===== config.mk =====
export PLATFORM = sky130hd
export DESIGN_NAME = turn_signal_ctrl
export DESIGN_NICKNAME = d
export VERILOG_FILES = /design/src/rtl/turn_signal_ctrl.sv
export SDC_FILE = /design/constraint.sdc
export NUM_CORES = 1
export LEC_CHECK = 0
export BUFFER_PORTS_ARGS = -buffer_cell sky130_fd_sc_hd__buf_2
export CELL_PAD_IN_SITES_DETAIL_PLACEMENT = 2
export CELL_PAD_IN_SITES_GLOBAL_PLACEMENT = 2
export CORE_ASPECT_RATIO = 1.1
export CORE_MARGIN = 2
export CORE_UTILIZATION = 35
export CTS_CLUSTER_SIZE = 40
export DETAILED_ROUTE_END_ITERATION = 6
export PLACE_DENSITY_LB_ADDON = 0.1
export SYNTH_ARGS = -nofsm -noshare
export SYNTH_HDL_FRONTEND = slang
export SYNTH_SLANG_ARGS = --single-unit

===== constraint.sdc =====
create_clock -name clock -period 2.3 [get_ports clock]
set_clock_uncertainty 0.1 [all_clocks]
set_input_delay 0.23 -clock clock [delete_from_list [all_inputs] [get_ports clock]]
set_output_delay 0.23 -clock clock [all_outputs]
set_load 0.02 [all_outputs]

===== src/rtl/turn_signal_ctrl.sv =====
// -----------------------------------------------------------------------------
// turn_signal_ctrl
//
// Front-end controller for the tail-light sequencer. The raw turn and hazard
// switches are synchronized and debounced. The debounced values are decoded
// into one request, and a small FSM arbitrates that request into a single mode.
// From that mode the block produces the sequencer's step strobe, side select,
// active flag, hazard flag and step phase. Every output is registered.
//
// Optional feature macro: TURN_SIGNAL_HAZARD_EN
//   defined     - the hazard switch is conditioned and decoded with top priority.
//   not defined - sw_hazard is ignored and no logic is built for it. The HAZARD
//                 state is unreachable, and hazard stays 0.
//
// Parameters
//   TICK_DIV        clock cycles per sequencer step (>= 2)
//   DEBOUNCE_CYCLES stable synchronized cycles needed to accept a change (>= 1)
//
// Ports
//   clock          in   system clock, rising edge
//   reset_n        in   asynchronous active-low reset
//   sw_left        in   raw left-turn switch (asynchronous)
//   sw_right       in   raw right-turn switch (asynchronous)
//   sw_hazard      in   raw hazard switch (asynchronous)
//   enable         out  one-cycle step strobe to the sequencer
//   left_right     out  1 = left side, 0 = right side
//   current_state  out  1 while a mode is active; 0 clears the sequencer
//   hazard         out  1 while in HAZARD
//   phase[1:0]     out  step index within the 4-step light cycle
// -----------------------------------------------------------------------------
module turn_signal_ctrl #(
    parameter int TICK_DIV        = 12_500_000,
    parameter int DEBOUNCE_CYCLES = 500_000
) (
    input  logic       clock,
    input  logic       reset_n,
    input  logic       sw_left,
    input  logic       sw_right,
    input  logic       sw_hazard,
    output logic       enable,
    output logic       left_right,
    output logic       current_state,
    output logic       hazard,
    output logic [1:0] phase
);

    localparam int TICK_W = $clog2(TICK_DIV);
    localparam int DB_W   = $clog2(DEBOUNCE_CYCLES + 1);

    localparam logic [TICK_W-1:0] TICK_LAST = TICK_W'(TICK_DIV - 1);
    // A change is accepted on the edge where the count would reach
    // DEBOUNCE_CYCLES, so the comparison uses one less than that value.
    localparam logic [DB_W-1:0]   DB_LAST   = DB_W'(DEBOUNCE_CYCLES - 1);

    // Switch vector layout: bit 0 = left, bit 1 = right, bit 2 = hazard (optional)
`ifdef TURN_SIGNAL_HAZARD_EN
    localparam int NSW = 3;
    logic [NSW-1:0] raw_sw;
    assign raw_sw = {sw_hazard, sw_right, sw_left};
`else
    localparam int NSW = 2;
    logic [NSW-1:0] raw_sw;
    logic           unused_sw_hazard;
    assign raw_sw           = {sw_right, sw_left};
    assign unused_sw_hazard = sw_hazard;
`endif

    typedef enum logic [2:0] {
        S_IDLE   = 3'd0,
        S_LEFT   = 3'd1,
        S_RIGHT  = 3'd2,
        S_HAZARD = 3'd3,
        S_GAP    = 3'd4
    } state_t;

    function automatic logic is_active(input state_t s);
        return (s == S_LEFT) || (s == S_RIGHT) || (s == S_HAZARD);
    endfunction

    // ------------------------------------------------------------------
    // Input conditioning: 2-flop synchronizer + per-switch debounce
    // ------------------------------------------------------------------
    logic [NSW-1:0]  sync1_q;
    logic [NSW-1:0]  sync2_q;
    logic [NSW-1:0]  db_q;
    logic [NSW-1:0]  db_d;
    logic [DB_W-1:0] db_cnt_q [NSW];
    logic [DB_W-1:0] db_cnt_d [NSW];

    always_comb begin
        db_d     = db_q;
        db_cnt_d = db_cnt_q;
        for (int i = 0; i < NSW; i++) begin
            if (sync2_q[i] == db_q[i]) begin
                db_cnt_d[i] = '0;
            end else if (db_cnt_q[i] == DB_LAST) begin
                db_d[i]     = sync2_q[i];
                db_cnt_d[i] = '0;
            end else begin
                db_cnt_d[i] = db_cnt_q[i] + 1'b1;
            end
        end
    end

    always_ff @(posedge clock or negedge reset_n) begin
        if (!reset_n) begin
            sync1_q <= '0;
            sync2_q <= '0;
            db_q    <= '0;
            for (int i = 0; i < NSW; i++) begin
                db_cnt_q[i] <= '0;
            end
        end else begin
            sync1_q  <= raw_sw;
            sync2_q  <= sync1_q;
            db_q     <= db_d;
            db_cnt_q <= db_cnt_d;
        end
    end

    // ------------------------------------------------------------------
    // Request decode: hazard wins; left/right only when exactly one is set
    // ------------------------------------------------------------------
    state_t req;

    always_comb begin
        req = S_IDLE;
        case ({db_q[1], db_q[0]})
            2'b01:   req = S_LEFT;
            2'b10:   req = S_RIGHT;
            default: req = S_IDLE;
        endcase
`ifdef TURN_SIGNAL_HAZARD_EN
        if (db_q[2]) begin
            req = S_HAZARD;
        end
`endif
    end

    // ------------------------------------------------------------------
    // Mode FSM, tick counter and phase
    // ------------------------------------------------------------------
    state_t            state_q;
    state_t            state_d;
    logic [TICK_W-1:0] tick_q;
    logic [TICK_W-1:0] tick_d;
    logic [1:0]        phase_q;
    logic [1:0]        phase_d;
    logic              enable_q;
    logic              enable_d;
    logic              current_state_q;
    logic              left_right_q;
    logic              hazard_q;
    logic              stay;

    always_comb begin
        state_d = state_q;
        case (state_q)
            S_IDLE, S_GAP: begin
                state_d = req;
            end
            S_LEFT, S_RIGHT, S_HAZARD: begin
                if (req == state_q) begin
                    state_d = state_q;
                end else if (req == S_IDLE) begin
                    state_d = S_IDLE;
                end else begin
                    // Direction change: insert a one-cycle blank so the
                    // sequencer is cleared before the new side starts.
                    state_d = S_GAP;
                end
            end
            default: begin
                state_d = S_IDLE;
            end
        endcase
    end

    // The tick counter and phase keep running only while the same active
    // mode persists. Any mode entry or exit restarts them from 0.
    always_comb begin
        stay     = is_active(state_q) && (state_d == state_q);
        enable_d = stay && (tick_q == TICK_LAST);
        tick_d   = '0;
        phase_d  = 2'd0;
        if (stay) begin
            tick_d  = (tick_q == TICK_LAST) ? '0 : tick_q + 1'b1;
            phase_d = phase_q + {1'b0, enable_d};
        end
    end

    always_ff @(posedge clock or negedge reset_n) begin
        if (!reset_n) begin
            state_q         <= S_IDLE;
            tick_q          <= '0;
            phase_q         <= 2'd0;
            enable_q        <= 1'b0;
            current_state_q <= 1'b0;
            left_right_q    <= 1'b0;
            hazard_q        <= 1'b0;
        end else begin
            state_q         <= state_d;
            tick_q          <= tick_d;
            phase_q         <= phase_d;
            enable_q        <= enable_d;
            // Flags are decoded from the next state, so they change on the
            // same edge as the state itself.
            current_state_q <= is_active(state_d);
            left_right_q    <= (state_d == S_LEFT) || (state_d == S_HAZARD);
            hazard_q        <= (state_d == S_HAZARD);
        end
    end

    assign enable        = enable_q;
    assign left_right    = left_right_q;
    assign current_state = current_state_q;
    assign hazard        = hazard_q;
    assign phase         = phase_q;

endmodule


==> results of run 1 <==
==> power by group through the flow <==
stage,logic (mW),registers (mW),clock network [mW]
CTS,0.0816,1.38,1.64
floorplan,0.0257,1.40,0
finish,0.0777,1.38,1.58
global placement,0.0741,1.40,0
global route,0.0911,1.38,1.68
detailed placement,0.0768,1.40,0
==> state kept, by name, summed over array words and instances, names as in the netlist, 2 cells and up <==
signal,flops
db_q,2
state_q,3
tick_q,24
sync1_q,2
db_cnt_q,38
sync2_q,2
phase,2
==> worst max-delay path: stages (launching register included) <==
cell	delay (ns)
dfrtp_1	0.42
or4_1	0.52
or4_4	0.57
nor2_1	0.12
mux2_1	0.34
==> worst max-delay path by stage <==
| stage | from | endpoint | slack (ns) |
|---|---|---|---|
| after floorplan | db_q[0] | phase[1] | 0.12 |
| after global placement | db_q[0] | phase[1] | -0.07 |
| after detailed placement | db_q[0] | phase[1] | -0.14 |
| after CTS | db_q[0] | phase[1] | 0.03 |
| after global routing | db_q[0] | phase[1] | 0.02 |
| final | db_cnt_q[29] | db_q[0] | 0.11 |
==> metrics by stage <==
stage | std cells | total power, mW | util (%) | setup WS (ns) | hold slack, ns
finish | 582 | 3.037 | 42.65 | 0.1132 | 0.2477
detailed placement | 562 | 1.480 | 38.93 | -0.1422 | 0.1906
floorplan | 400 | 1.426 | - | 0.1168 | -0.1656
CTS | 581 | 3.098 | 42.27 | 0.03000 | 0.2508
global placement | 562 | 1.476 | 38.93 | -0.06825 | 0.1873
global route | 582 | 3.151 | 42.65 | 0.02304 | 0.2594
==> per-layer routing <==
metal  GRT usage, %  vias up
met1          22.94     1630
met2          33.55       15
met4          7.838        0
li1               -     1513
met5              0        -
met3          3.244       11
==> logic make-up (layout without fill, tap and decap cells) <==
logic type,Yosys count,count (layout),synth area share (%)
buffers and inverters,32,67,3.570
adders and majority gates,6,6,1.930
and+or+nand+nor,194,194,27.24
muxes,3,3,0.8363
DFF,77,77,49.53
AOI/OAI and AO/OA,48,48,7.881
xor gates and xnor gates,40,40,9.006
==> repair_timing <==
action / CTS / global route
hold buffers: 3 / 0
pin swaps: 1 / 2
setup endpoints to repair: 2 / 3
endpoints found under the hold margin: 42 / 0
gates resized for setup: 1 / 7
buffers inserted: 0 / 1
==> cells in the mapped netlist (10+ instances only) <==
master,n,area [sq um]
dfrtp_1,77,1927
nor2_1,40,150.1
nand4_1,24,150.1
nor3_1,24,120.1
xnor2_1,24,210.2
nand2_1,22,82.58
nand3_1,22,110.1
xor2_1,16,140.1
inv_1,15,56.30
nor4_1,12,75.07
o21ai_0,12,60.06
a21oi_1,11,55.05
clkbuf_1,10,37.54
==> final cells by class <==
type	instances	area [sq um]
multi-input combinational	291	1863
clock inverter	4	70.07
clock buffer	12	256.5
fill	1192	6228
inverter	15	56.30
sequential	77	1928
timing repair buffer	36	274.0
tap	147	183.9
==> results.toml, run 1 <==
[run_status]
status = "complete, no violations"

[sta]
fin_tns_setup_ns = 0
worst_pin_slew_ns = 0.6005
period_share_pct = 95.08
setup_viol = 0
slew_violations = 0
rsz0062_at_grt = "false"
fmax_ghz = 0.4573
period_needed_ns = 2.187
hold_violations = 0
slew_headroom_pct = 59.60

[clock_network]
numCtsBuffers = 9
path_clk_slew_ns = 0.06
h-tree-depth = 3
cts_tree = "yes"
cts_sinks = 77
root_buffer = "clkbuf_16"
insertion_delay_ns = 0.34
clk_path_buf_depth = 2

[final_layout]
synthToLayoutAreaGrowth_pct = 19.07
fin_area_sq_um = 4632
n_antenna_cell = 0
most-common-layout-cells = "dfrtp_1, nor2_1, nand4_1, xnor2_1"
nNetsFinal = 441
drive_gt1_share_pct = 14.48
final_common_cell = "dfrtp_1"

[worst_hold_path]
min-delay-start = "sync1_q[0]"
holdPathEnd = "sync2_q[0]"
min_path_type = "register to register"
min_path_cells = 0

[die]
core_sq_um = 10860
dieArea_sq_um = 11970
fp.dieH_um = 114.6
die_width_um = 104.5
ios = 11
placementRows = 40
start_util_pct = 35.82

[critical_path]
reg2reg_slack_ns = 0.11
cp_max_fo = 4
timing_worst_setup_path_type = "register to register"
end_kind = "register"
worst_setup_path_start_kind = "register"
crit_arrival_ns = 2.31
critPathRequiredTime_ns = 2.42
worstRegToRegCells = 4
r2r_start = "db_cnt_q[29]"
r2r_end = "db_q[0]"

[detailed_routing]
ant_nets = 0
top_layer_used = "met4"
drt-met1-wl_um = 4525
num_vias = 3169
wl_met3_um = 141
drtPass1Iterations = 4
drtIter0Drc = 49
drt_wl_total_um = 10240
wl_met2_um = 5419
vias_per_cell = 5.445
wl_per_cell_um = 17.60
drc = 0

[power]
clkPwrFrac_pct = 52.1
power.internal_mw = 2.399
netSwitchingFraction_pct = 21.02
leakage_nw = 1.883
ir_drop_mv = 0.3473
comb_power_share_pct = 2.6
p_per_area_nw_per_um2 = 655.7
p_sw_uw = 638.2
seq_power_share_pct = 45.4

[synthesis]
syn_avg_cell_area_sq_um = 9.725
ys_ff_latch = 77
syn_area_sq_um = 3890
synthCells = 400
mappedNetlistNets = 411
synthArstFlopShare_pct = 100.0
synth-seq-area-share_pct = 49.53
ys.flop_type = "dfrtp_1"
synth_warnings = 0
synth_edf_count = 0
yosysUniqueCellTypes = 50

[placed_design]
dp_hpwl_um = 6906
gp_congestion = 0.7220
portBuffers = 9
place_area_sq_um = 4228

[grt]
overflow = 0
grt_pass1_wl_um = 17950
grt_pass1_vias = 3529
antenna_found_initial = 0
grt_usage_pct = 18.97
grt_max_degree = 43

[job]
maxCapViolCount = 0
Power figures use the tool's default switching activity.
==> inputs of run 2 (changes only) <==
--- a/config.mk
+++ b/config.mk
@@ -11,6 +11,7 @@
 export CORE_ASPECT_RATIO = 1.1
 export CORE_MARGIN = 2
 export CORE_UTILIZATION = 35
+export CTS_CLUSTER_DIAMETER = 80
 export CTS_CLUSTER_SIZE = 40
 export DETAILED_ROUTE_END_ITERATION = 6
 export PLACE_DENSITY_LB_ADDON = 0.1
==> constraint.sdc (replaced) <==
create_clock -name clock -period 1.9 [get_ports clock]
set_clock_uncertainty 0.1 [all_clocks]
set_input_delay 0.19 -clock clock [delete_from_list [all_inputs] [get_ports clock]]
set_output_delay 0.19 -clock clock [all_outputs]
set_load 0.02 [all_outputs]
==> results.toml, run 2 (synthesis results as in run 1) <==
[run_status]
status = "finished with violations"
violations = "negative setup slack"

[power]
power.internal_mw = 2.764
ir_drop_mv = 0.4816
clkPwrFrac_pct = 49.0
power.total_mw = 3.503
leakage_nw = 2.150
comb_power_share_pct = 3.3
seq_power_share_pct = 47.7
netSwitchingFraction_pct = 21.10
p_per_area_nw_per_um2 = 675.1
p_sw_uw = 739.1

[clock_network]
insertion_delay_ns = 0.33
cts_sinks = 77
h-tree-depth = 3
cts_tree = "yes"
root_buffer = "clkbuf_16"
clk_path_buf_depth = 2
path_clk_slew_ns = 0.06
numCtsBuffers = 9

[die]
fp.dieH_um = 114.6
start_util_pct = 35.82
dieArea_sq_um = 11970
die_width_um = 104.5
core_sq_um = 10860
ios = 11
placementRows = 40

[placed_design]
portBuffers = 9
dp_hpwl_um = 8164
place_inst = 604
gp_congestion = 0.7913

[critical_path]
cp.depth = 4
crit_arrival_ns = 2.24
r2r_start = "db_cnt_q[33]"
reg2reg_slack_ns = -0.22
cp_slowest_cell = "or4_4"
worstRegToRegCells = 4
cp_max_fo = 2
max_stage_delay_ns = 0.58
crit_chain = "or4_1 > or4_4 > nor2_2 > mux2_4"
timing_worst_setup_path_type = "register to register"
critPathRequiredTime_ns = 2.02
r2r_end = "db_q[0]"
critPathTopFamily = "simple AND/OR/NAND/NOR gates"
end_kind = "register"
worst_setup_path_start_kind = "register"
worst-path-buf-inv = 0

[final_layout]
top_register = "db_cnt_q"
largest_register_ff_count = 38
largestRegisters = "db_cnt_q: 38 flops, tick_q: 24 flops, state_q: 3 flops"
drive_gt1_share_pct = 30.29
final_common_cell = "dfrtp_1"
multiInputGateArea_sq_um = 2057
n_antenna_cell = 0
final.fill_count = 1192
stdcell_count = 629
regArea_sq_um = 1931
synthToLayoutAreaGrowth_pct = 33.39
nNetsFinal = 491
most-common-layout-cells = "dfrtp_1, buf_4, nor2_1"

[detailed_routing]
drt_wl_total_um = 12230
vias_per_cell = 5.404
drtIter0Drc = 74
drtPass1Iterations = 4
wl_per_cell_um = 19.45
num_vias = 3399
drc = 0
ant_nets = 0

[sta]
hold_violations = 0
timing.hold.ws_ns = 0.2361
slew_violations = 0
period_needed_ns = 2.123
fmax_ghz = 0.4710
worst_pin_slew_ns = 0.4126
rsz0062_at_grt = "true"
slew_headroom_pct = 72.20
period_share_pct = 111.7
setup_viol = 27
fin_ws_ns = -0.2230

[grt]
antenna_found_initial = 0
overflow = 0
grt_usage_pct = 21.81
grt_max_degree = 34
grt_pass1_vias = 3930
grt_pass1_wl_um = 20590

[worst_hold_path]
min_path_type = "input port to asynchronous set/reset pin"

[job]
maxCapViolCount = 0
==> run 2: layout make-up <==
class / instances / area share [%]
clock buffer: 11 / 4.871
clock inverter: 2 / 0.6752
inverter: 15 / 1.085
multi-input combinational: 291 / 39.64
sequential: 77 / 37.21
tap: 147 / 3.545
timing repair buffer: 86 / 12.97
==> run 2: worst register-to-register path, stage by stage, from the launching register on <==
cell and delay [ns]:
dfrtp_1 0.38, or4_1 0.52, or4_4 0.58, nor2_2 0.12
mux2_4 0.30
==> run 2: worst max-delay path by stage <==
stage            startpoint      endpoint  slack, ns
3_5_place_dp   db_cnt_q[33]       db_q[0]      -0.26
2_1_floorplan  db_cnt_q[33]  db_cnt_q[29]      -0.22
3_3_place_gp   db_cnt_q[33]       db_q[0]      -0.19
5_1_grt        db_cnt_q[33]  db_cnt_q[32]      -0.29
4_1_cts        db_cnt_q[33]  db_cnt_q[33]      -0.24
6_report       db_cnt_q[33]       db_q[0]      -0.22
==> run 2: timing repair <==
action,4_1_cts,5_1_grt
setup buffers,3,7
pin swaps,5,12
cloned,0,0
resized for setup,24,20
setup endpoints to repair,30,61
hold buffers,3,0
hold endpoints to repair,25,0
==> run 2: layer usage <==
layer / wire (um) / up-vias / GRT usage, %
li1: - / 1599 / -
met1: 5104 / 1758 / 25.74
met2: 6808 / 23 / 41.39
met3: 134 / 19 / 2.106
met4: 182 / 0 / 7.297
met5: 0 / - / 0
==> run 2: metrics by stage <==
step	util (%)	setup slack, ns	cell area, sq um	setup TNS [ns]
after global routing	47.78	-0.2864	5189	-7.538
after global placement	42.48	-0.1892	4613	-3.417
final	47.78	-0.2230	5189	-4.558
after CTS	46.62	-0.2400	5064	-4.913
after detailed placement	42.48	-0.2648	4613	-4.838
after floorplan	-	-0.2151	3971	-3.303
==> run 2: power by group through the flow <==
stage	clock (mW)	sequential [mW]	combinational, mW
floorplan	0	1.70	0.0332
global placement	0	1.70	0.0960
detailed placement	0	1.70	0.102
CTS	1.75	1.67	0.107
global route	1.82	1.67	0.133
finish	1.72	1.67	0.116
==> inputs of run 3 (changes only) <==
--- a/config.mk
+++ b/config.mk
@@ -14,6 +14,7 @@
 export CTS_CLUSTER_DIAMETER = 80
 export CTS_CLUSTER_SIZE = 40
 export DETAILED_ROUTE_END_ITERATION = 6
+export GPL_TIMING_DRIVEN = 0
 export PLACE_DENSITY_LB_ADDON = 0.1
 export SYNTH_ARGS = -nofsm -noshare
 export SYNTH_HDL_FRONTEND = slang
==> results.toml, run 3 (synthesis results as in run 1) <==
[grt]
grt_pass1_wl_um = 20610
antenna_found_initial = 0
overflow = 0
grt_pass1_vias = 3794
grt_max_degree = 46
grt_usage_pct = 22.06

[detailed_routing]
ant_nets = 0
drt_wl_total_um = 13850
num_vias = 3506
drtPass1Iterations = 4
wl_per_cell_um = 22.10
vias_per_cell = 5.592
drc = 0
drtIter0Drc = 116

[final_layout]
stdcell_count = 627
n_antenna_cell = 0
final_common_cell = "dfrtp_1"
largest_register_ff_count = 38
fin_area_sq_um = 5502
top_register = "db_cnt_q"
most-common-layout-cells = "dfrtp_1, buf_4, nor2_1"
nNetsFinal = 486
layout.core_utilization_pct = 50.66
drive_gt1_share_pct = 37.08
synthToLayoutAreaGrowth_pct = 41.43
largestRegisters = "db_cnt_q: 38 flops, tick_q: 24 flops, state_q: 3 flops"

[clock_network]
cts_sinks = 77
h-tree-depth = 3
numCtsBuffers = 9
root_buffer = "clkbuf_16"
insertion_delay_ns = 0.34
cts_tree = "yes"
path_clk_slew_ns = 0.06
clk_path_buf_depth = 2

[placed_design]
portBuffers = 9
place_area_sq_um = 4230
dp_slack_ns = -0.6099
dp_hpwl_um = 7288
gp_congestion = 0.7946
place_inst = 557

[sta]
worst_pin_slew_ns = 0.4796
slew_headroom_pct = 68.03
fmax_ghz = 0.4605
period_share_pct = 114.3
setup_viol = 35
fin_ws_ns = -0.2714
period_needed_ns = 2.171
slew_violations = 0
hold_violations = 0
rsz0062_at_grt = "true"
timing.hold.ws_ns = 0.2540

[die]
start_util_pct = 35.82
core_sq_um = 10860
fp.dieH_um = 114.6
ios = 11
placementRows = 40
dieArea_sq_um = 11970
die_width_um = 104.5

[power]
leakage_nw = 2.172
ir_drop_mv = 0.3413
p_per_area_nw_per_um2 = 674.3

[critical_path]
worstRegToRegCells = 8
timing_worst_setup_path_type = "register to register"
cp_max_fo = 4
critPathRequiredTime_ns = 2.03
crit_arrival_ns = 2.30
worst_setup_path_start_kind = "register"
end_kind = "register"

[worst_hold_path]
min_path_type = "register to register"
min_path_cells = 0

[job]
maxCapViolCount = 0

[run_status]
violations = "negative setup slack"
status = "finished with violations"
run 3: changes by cell type in the layout (fill, tap and decap cells not counted), sizes merged:
cell,previous run,this run
clkbuf,11,18
clkinv,1,2
bufinv,1,2
buf,83,72
run 3: worst paths after layout:
check | slack (ns) | end | from
max in group asynchronous | 0.84 | tick_q[1] | reset_n
worst max register to register | -0.27 | phase[1] | tick_q[9]
min in group asynchronous | 0.26 | db_cnt_q[14] | reset_n
worst min register to register | 0.25 | sync2_q[1] | sync1_q[1]
worst max-delay path | -0.27 | phase[1] | tick_q[9]
worst min-delay path | 0.25 | sync2_q[1] | sync1_q[1]
run 3: worst max-delay path: stages (launching register included):
cell and delay [ns]:
dfrtp_1 0.38, buf_6 0.12, buf_4 0.14, nor3_1 0.24
nand3_1 0.21, nor4_4 0.41, ha_2 0.28, xnor2_2 0.12
nor2_1 0.06
run 3: area by class of cell:
class / instances / area (sq um)
Buffer: 15 / 178.9
Inverter: 15 / 56.30
Multi-Input combinational cell: 291 / 2271
Clock buffer: 12 / 256.5
Tap cell: 147 / 183.9
Timing Repair Buffer: 66 / 545.5
Sequential cell: 77 / 1939
Clock inverter: 4 / 70.07
Fill cell: 1132 / 5359
run 3: through the flow:
stage | TNS, ns | power [mW]
global placement | -26.18 | 1.779
finish | -5.711 | 3.710
CTS | -5.383 | 3.733
floorplan | -3.303 | 1.728
detailed placement | -23.04 | 1.792
global route | -9.084 | 3.841
run 3: what timing repair did:
item / in CTS / in global routing
hold endpoints to repair: 34 / 0
gates cloned: 1 / 0
pin swaps: 19 / 17
endpoints found under the setup margin: 65 / 63
resized for setup: 76 / 55
hold buffers: 3 / 0
buffers inserted: 37 / 17
run 3: layer usage:
layer | global-route usage (%) | routed length [um] | vias to the layer above
met5 | 0 | 0 | -
met4 | 8.919 | 400 | 0
met3 | 3.756 | 262 | 25
met2 | 37.25 | 7289 | 43
met1 | 28.24 | 5903 | 1836
li1 | - | - | 1602
run 3: report_power, final:
part | total (mW) | internal [mW] | switching, mW | leakage [nW]
sequential | 1.67 | 1.65 | 0.0156 | 1.05
clock | 1.92 | 1.22 | 0.701 | 0.163
combinational | 0.120 | 0.0449 | 0.0753 | 0.963
